## config.mk

```make
export PLATFORM = sky130hd
export DESIGN_NAME = t04_mem_arbiter
export DESIGN_NICKNAME = d
export VERILOG_FILES = /design/src/rtl/t04_mem_arbiter_pkg.sv /design/src/rtl/t04_mem_arbiter_starve_ctr.sv /design/src/rtl/t04_mem_arbiter.sv
export SDC_FILE = /design/constraint.sdc
export NUM_CORES = 1
export LEC_CHECK = 0
export CAP_MARGIN = 10
export CELL_PAD_IN_SITES_DETAIL_PLACEMENT = 0
export CELL_PAD_IN_SITES_GLOBAL_PLACEMENT = 1
export CORE_MARGIN = 2
export CORE_UTILIZATION = 40
export CTS_BUF_LIST = sky130_fd_sc_hd__clkbuf_2
export DETAILED_ROUTE_END_ITERATION = 7
export DONT_BUFFER_PORTS = 1
export GPL_ROUTABILITY_DRIVEN = 1
export PLACE_DENSITY_LB_ADDON = 0.1
export SYNTH_ARGS = -nofsm -noshare
export SYNTH_HDL_FRONTEND = slang
export SYNTH_SLANG_ARGS = --single-unit
```

## constraint.sdc

```tcl
create_clock -name clk -period 4.36 [get_ports clk]
set_input_delay 0.218 -clock clk [delete_from_list [all_inputs] [get_ports clk]]
set_output_delay 0.218 -clock clk [all_outputs]
set_load 0.1 [all_outputs]
```

## src/rtl/t04_mem_arbiter_pkg.sv

```systemverilog
// Shared types and constants for the fetch/data memory-bus arbiter.
// Latency: n/a (declarations only).
// Backpressure: n/a.
package t04_arb_pkg;

   typedef enum logic [1:0] {
      IDLE  = 2'd0,
      D_ACC = 2'd1,
      I_ACC = 2'd2,
      DONE  = 2'd3
   } arb_state_t;

   localparam logic [3:0]  SEL_ALL      = 4'hF;
   localparam logic [31:0] TIMEOUT_DATA = 32'hDEAD_BEEF;

endpackage

```

## src/rtl/t04_mem_arbiter_starve_ctr.sv

```systemverilog
// Saturating count of data grants made while a fetch is waiting.
// Latency: at_limit reflects the count registered at the previous edge.
// Backpressure: none; clr has priority over inc, and the count holds at LIMIT.
module t04_arb_starve_ctr #(
   parameter int LIMIT = 4
) (
   input  logic clk,
   input  logic nrst,
   input  logic inc,
   input  logic clr,
   output logic at_limit
);

   localparam int W = (LIMIT > 0) ? $clog2(LIMIT + 1) : 1;

   logic [W-1:0] cnt;

   // Clear on a fetch grant, otherwise count data grants up to LIMIT.
   always_ff @(posedge clk or negedge nrst) begin
      if (!nrst) begin
         cnt <= '0;
      end else if (clr) begin
         cnt <= '0;
      end else if (inc && (cnt != W'(LIMIT))) begin
         cnt <= cnt + W'(1);
      end
   end

   assign at_limit = (cnt == W'(LIMIT));

endmodule

```

## src/rtl/t04_mem_arbiter.sv

```systemverilog
// Arbitrates one external bus between instruction fetch and data load/store; data wins unless fetch is starved.
// Latency: strobe from the grant edge, port ack one edge after bus_ack, 3 cycles minimum between grants.
// Backpressure: requesters hold until their ack; bus strobes hold until bus_ack (watchdog with T04_ARB_TIMEOUT_EN).
module t04_mem_arbiter
   import t04_arb_pkg::*;
#(
   parameter int ADDR_W       = 32,
   parameter int DATA_W       = 32,
   parameter int STARVE_LIMIT = 4
`ifdef T04_ARB_TIMEOUT_EN
   ,
   parameter int TIMEOUT      = 255
`endif
) (
   input  logic              clk,
   input  logic              nrst,
   input  logic              i_req,
   input  logic [ADDR_W-1:0] i_addr,
   output logic [DATA_W-1:0] i_rdata,
   output logic              i_ack,
   input  logic              d_read,
   input  logic              d_write,
   input  logic [ADDR_W-1:0] d_addr,
   input  logic [DATA_W-1:0] d_wdata,
   input  logic [3:0]        d_sel,
   output logic [DATA_W-1:0] d_rdata,
   output logic              d_ack,
   output logic              bus_read,
   output logic              bus_write,
   output logic [ADDR_W-1:0] bus_addr,
   output logic [DATA_W-1:0] bus_wdata,
   output logic [3:0]        bus_sel,
   input  logic [DATA_W-1:0] bus_rdata,
   input  logic              bus_ack,
   output logic              busy
`ifdef T04_ARB_TIMEOUT_EN
   ,
   output logic              err
`endif
);

   arb_state_t state;
   arb_state_t state_nxt;

   logic d_pend;
   logic force_i;
   logic at_limit;
   logic grant_d;
   logic grant_i;
   logic acc_end;
   logic tmo;
   logic wd_hit;

   assign d_pend  = d_read | d_write;
   assign force_i = i_req & at_limit;
   assign busy    = (state != IDLE);

   t04_arb_starve_ctr #(
      .LIMIT (STARVE_LIMIT)
   ) u_starve (
      .clk      (clk),
      .nrst     (nrst),
      .inc      (grant_d & i_req),
      .clr      (grant_i),
      .at_limit (at_limit)
   );

`ifdef T04_ARB_TIMEOUT_EN
   logic [7:0] wd;

   // Watchdog: counts cycles spent waiting on the bus, restarts outside the access states.
   always_ff @(posedge clk or negedge nrst) begin
      if (!nrst) begin
         wd <= 8'd0;
      end else if ((state == D_ACC) || (state == I_ACC)) begin
         wd <= wd + 8'd1;
      end else begin
         wd <= 8'd0;
      end
   end

   assign wd_hit = (wd == 8'(TIMEOUT - 1));
`else
   assign wd_hit = 1'b0;
`endif

   // State register.
   always_ff @(posedge clk or negedge nrst) begin
      if (!nrst) begin
         state <= IDLE;
      end else begin
         state <= state_nxt;
      end
   end

   // Next state and grant/complete decisions; a real bus_ack always beats the watchdog.
   always_comb begin
      state_nxt = state;
      grant_d   = 1'b0;
      grant_i   = 1'b0;
      acc_end   = 1'b0;
      tmo       = 1'b0;
      case (state)
         IDLE: begin
            if (d_pend && !force_i) begin
               grant_d   = 1'b1;
               state_nxt = D_ACC;
            end else if (i_req) begin
               grant_i   = 1'b1;
               state_nxt = I_ACC;
            end
         end
         D_ACC, I_ACC: begin
            if (bus_ack) begin
               acc_end   = 1'b1;
               state_nxt = DONE;
            end else if (wd_hit) begin
               acc_end   = 1'b1;
               tmo       = 1'b1;
               state_nxt = DONE;
            end
         end
         DONE: begin
            state_nxt = IDLE;
         end
         default: begin
            state_nxt = IDLE;
         end
      endcase
   end

   // Bus request registers, returned data and one-cycle completion pulses.
   always_ff @(posedge clk or negedge nrst) begin
      if (!nrst) begin
         bus_read  <= 1'b0;
         bus_write <= 1'b0;
         bus_addr  <= '0;
         bus_wdata <= '0;
         bus_sel   <= 4'h0;
         i_rdata   <= '0;
         d_rdata   <= '0;
         i_ack     <= 1'b0;
         d_ack     <= 1'b0;
`ifdef T04_ARB_TIMEOUT_EN
         err       <= 1'b0;
`endif
      end else begin
         i_ack <= 1'b0;
         d_ack <= 1'b0;
`ifdef T04_ARB_TIMEOUT_EN
         err   <= 1'b0;
`endif
         if (grant_d) begin
            bus_addr  <= d_addr;
            bus_wdata <= d_wdata;
            bus_write <= d_write;
            bus_read  <= ~d_write;
            bus_sel   <= d_write ? d_sel : SEL_ALL;
         end
         if (grant_i) begin
            bus_addr  <= i_addr;
            bus_write <= 1'b0;
            bus_read  <= 1'b1;
            bus_sel   <= SEL_ALL;
         end
         if (acc_end) begin
            bus_read  <= 1'b0;
            bus_write <= 1'b0;
`ifdef T04_ARB_TIMEOUT_EN
            err       <= tmo;
`endif
            if (state == D_ACC) begin
               d_ack <= 1'b1;
               if (tmo) begin
                  d_rdata <= DATA_W'(TIMEOUT_DATA);
               end else if (!bus_write) begin
                  d_rdata <= bus_rdata;
               end
            end else begin
               i_ack   <= 1'b1;
               i_rdata <= tmo ? DATA_W'(TIMEOUT_DATA) : bus_rdata;
            end
         end
      end
   end

endmodule

```

==> metrics.txt, run 1 <==
post-synthesis cell count about 440; Compound-Gate Fraction of Synth Area 0.0837; register bit total from synthesis roughly 140; GPL Wtd Cong ~0.73; Hold Buf Count CTS 127; Synth Area in XOR/XNOR 0.00149; Resized Gates After CTS 0; number of enable flip-flop cells after synthesis 0; dpl cells about 600; Max Root-Sink Buffers 2; H-tree levels 4; Starting Density 0.407; Final HPWL DP around 9 mm; Post-Synth Simple-Gate Area 0.0616; ys async rst share 1.00; Run Error [ERROR RSZ-0060] Max buffer count reached.; synthesized net count just under 600; setup bufs post-CTS 0; die span in x 125 um; clk sinks 141; largest family of logic cells by synthesized area multiplexers; last flow stage reached clock tree synthesis (4_1_cts); IO buf count 0; sequential fraction of the synthesis area 0.599; Yosys warnings 0; DP Worst Slack ~1.7 ns; IO Pins approximately 280; Die H 125 um; post-synthesis adder-cell area fraction 0.0106; mux cell area share after synthesis 0.206; Inserted Clock Buffers 17; Netlist cell types 37; standard-cell rows 44; Root Driver clkbuf_2; Placed Area just under 6000 um^2; status did not finish; Syn Area/Cell about 13 um^2; Synth Cell Area about 5900 um^2; top_reg_cell synth dfrtp_1
==> per-stage QoR <==
step            util  hold slack (ns)
3_5_place_dp   0.412          -0.0745
2_1_floorplan      -          -0.0776
3_3_place_gp   0.412          -0.0748
==> cells in the mapped netlist, drive strengths merged, types with 2 or more instances <==
cell       n  area, um^2
a2bb2oi    2        17.5
ha         5        62.6
a31oi     32         200
inv        7        26.3
o22ai      2        12.5
nand2      3        11.3
o21ai     34         170
o22a       4        35.0
buf       13         116
nor2      33         124
nand3     33         165
dfrtp    141        3530
and3       2        17.5
mux2      97        1200
clkbuf    20        75.1
==> cell families after synthesis <==
family	Yosys count
AO/OA/AOI/OAI	81
AND/OR/NAND/NOR	78
adder cells (fa/ha/maj)	5
multiplexers	98
flip-flops	141
buffers and inverters	40
XOR/XNOR	1
==> run 2, diff against run 1 <==
--- a/config.mk
+++ b/config.mk
@@ -6,15 +6,12 @@
 export NUM_CORES = 1
 export LEC_CHECK = 0
 export CAP_MARGIN = 10
-export CELL_PAD_IN_SITES_DETAIL_PLACEMENT = 0
-export CELL_PAD_IN_SITES_GLOBAL_PLACEMENT = 1
 export CORE_MARGIN = 2
-export CORE_UTILIZATION = 40
-export CTS_BUF_LIST = sky130_fd_sc_hd__clkbuf_2
+export CORE_UTILIZATION = 25
 export DETAILED_ROUTE_END_ITERATION = 7
 export DONT_BUFFER_PORTS = 1
 export GPL_ROUTABILITY_DRIVEN = 1
-export PLACE_DENSITY_LB_ADDON = 0.1
+export PLACE_DENSITY_LB_ADDON = 0.15
 export SYNTH_ARGS = -nofsm -noshare
 export SYNTH_HDL_FRONTEND = slang
 export SYNTH_SLANG_ARGS = --single-unit
==> run 2 against run 1 <==
The flow now finishes without violations. Synthesized area did not move. Synthesized cell count unchanged.
==> metrics.txt, run 2 <==
P&R area growth vs syn 36.9%; critical path fanouts, max 34; Starting Density 0.253 (-0.154); post-synthesis cell count 444 (unchanged); die span in x 157 um (+26%); pin count of the biggest net entering global routing 142; critical-path cell list inv_1 > ha_1 > nand2_1 > o21ai_0 > a31oi_1 > dlygate4sd3_1; Die H 157 um (+26%); worst skew pair latency 0.41 ns; vias about 4100; total track usage 0.121; starting DRC count in detailed routing 200; GPL Wtd Cong 0.716 (-1.8%); Die ar. around 25000 um^2; Worst Path Required 4.65 ns; final wirelength around 15 mm; clk sinks 141 (unchanged); H-tree levels 4 (unchanged); synthesized net count 587 (unchanged); count leader, synth dfrtp_1; Worst Setup End Kind flip-flop; number of enable flip-flop cells after synthesis 0 (unchanged); Worst EP arrival between 2 and 3 ns; number of global-route vias before repair roughly 4300; status completed; critical path type reg -> reg; most common cell after layout, fill and taps aside dfrtp_1; clk_skew 0.00714 ns; utilization after layout 0.346; Worst-path clk slew roughly 0.07 ns; Routed Antenna Nets 0; initial antenna violation count 1; final hold violations 0; worst hold path type in -> reg; Slew headroom 0.314; Synth Cell Area 5890 um^2 (unchanged); Final HPWL DP 9.92 mm (+8.7%); Setup-failing EPs final 0; nets between 700 and 800; # Max-Cap Violations 0; commonest non-fill, non-tap cells in the layout dfrtp_1 (141), dlygate4sd3_1 (133), mux2_2 (66); top_reg_cell synth dfrtp_1; standard-cell rows 56 (+27%); startpoint types flip-flop; Pre-antenna DRT Iters 6; Max Root-Sink Buffers 2 (unchanged); DP Worst Slack 1.73 ns (+0.00423 ns); CTS tree yes; final instance area about 8100 um^2; Peak Freq around 370 MHz; sequential fraction of the synthesis area 0.599 (unchanged); Yosys warnings 0 (unchanged); area leader, netlist dfrtp_1; Max stage delay on crit path around 0.63 ns; Syn Area/Cell 13.3 um^2 (unchanged); Core ar. approximately 23000 um^2; top post-synthesis cells by count dfrtp_1 (141), mux2_2 (66), o21ai_0 (34); CP max stage cell nand2_1; WP buf/inv 2; actual slew at the worst max-slew pin slightly above 1 ns; first-pass GRT wire length about 23 mm; setup_tns 0 ns; Final min period 2.70 ns; synth top area cells dfrtp_1 (60%), mux2_2 (13%), mux2_4 (7.6%); ys async rst share 1.00 (unchanged); post-route setup slack 1.66 ns; grt ovf 0; Root Driver clkbuf_16; fin crit share 0.620; Avg Vias per Cell between 4 and 5; DRC 0; top-area cell type share of the netlist area 0.599 (unchanged); IO buf count 0 (unchanged); Inserted Clock Buffers 17 (unchanged); Final Max Tran Viols 0; register bit total from synthesis 141 (unchanged); Netlist cell types 37 (unchanged); share of layout cells above drive strength 1 0.243; critical path's top delay family buffers and inverters; IO Pins 275 (unchanged); routed len/inst approximately 17 um; Placed Area 6130 um^2 (+2.7%); RSZ-0062 raised after global routing no
## run 2: cell counts after synthesis
Identical to the previous run, type by type.
## run 2: metrics by stage
stage	std cells	hold slack, ns
final	900	0.0438
after global routing	900	0.0180
after CTS	898	0.0244
after detailed placement	732	-0.0740
after global placement	732	-0.0740
after floorplan	444	-0.0776
## run 2: metal layers
metal,track usage,share of wire,vias up,routed length (um)
met5,0,0,-,0
met4,0.0364,0.013,0,199
met3,0.0498,0.088,15,1360
met2,0.209,0.51,194,7840
met1,0.137,0.39,2028,6050
li1,-,-,1840,-
## run 2: area by class of cell
cell class,count,area [um^2]
repair buffers,137,1390
flip-flops and latches,141,3530
fillers,2304,15200
well taps,319,399
multi-input cells,263,2160
clock buffers,17,425
diodes,1,2.50
inverters,7,26.3
clock inverters,15,130
## run 2: path summary, 6_finish.rpt
path | startpoint | to | slack (ns) | cells after the start
min | bus_ack | d_ack | 0.04 | 1
max | state[0] | bus_addr[19] | 1.66 | 6
max in group asynchronous | nrst | bus_sel[2] | 3.34 | 2
max reg2reg | state[0] | bus_addr[19] | 1.66 | 6
min reg2reg | u_starve.cnt[0] | u_starve.cnt[0] | 0.54 | 1
min in group asynchronous | nrst | bus_wdata[12] | 0.48 | 2
## run 2: what timing repair did
action	in CTS	in global routing
hold buffers	134	0
hold endpoints to repair	274	0
setup buffers	0	0
gates resized for setup	0	0
## run 2: cells by family after synthesis
group / share of synthesized area
buf+inv: 0.0370
mux: 0.206
compound gates: 0.0837
fa+ha+maj: 0.0106
flops: 0.599
simple gates: 0.0616
xor+xnor: 0.00149
Power of run 2 is left out: the tool's default activity adds up to more than one toggle a clock period on the data nets, which glitch-free logic cannot reach.
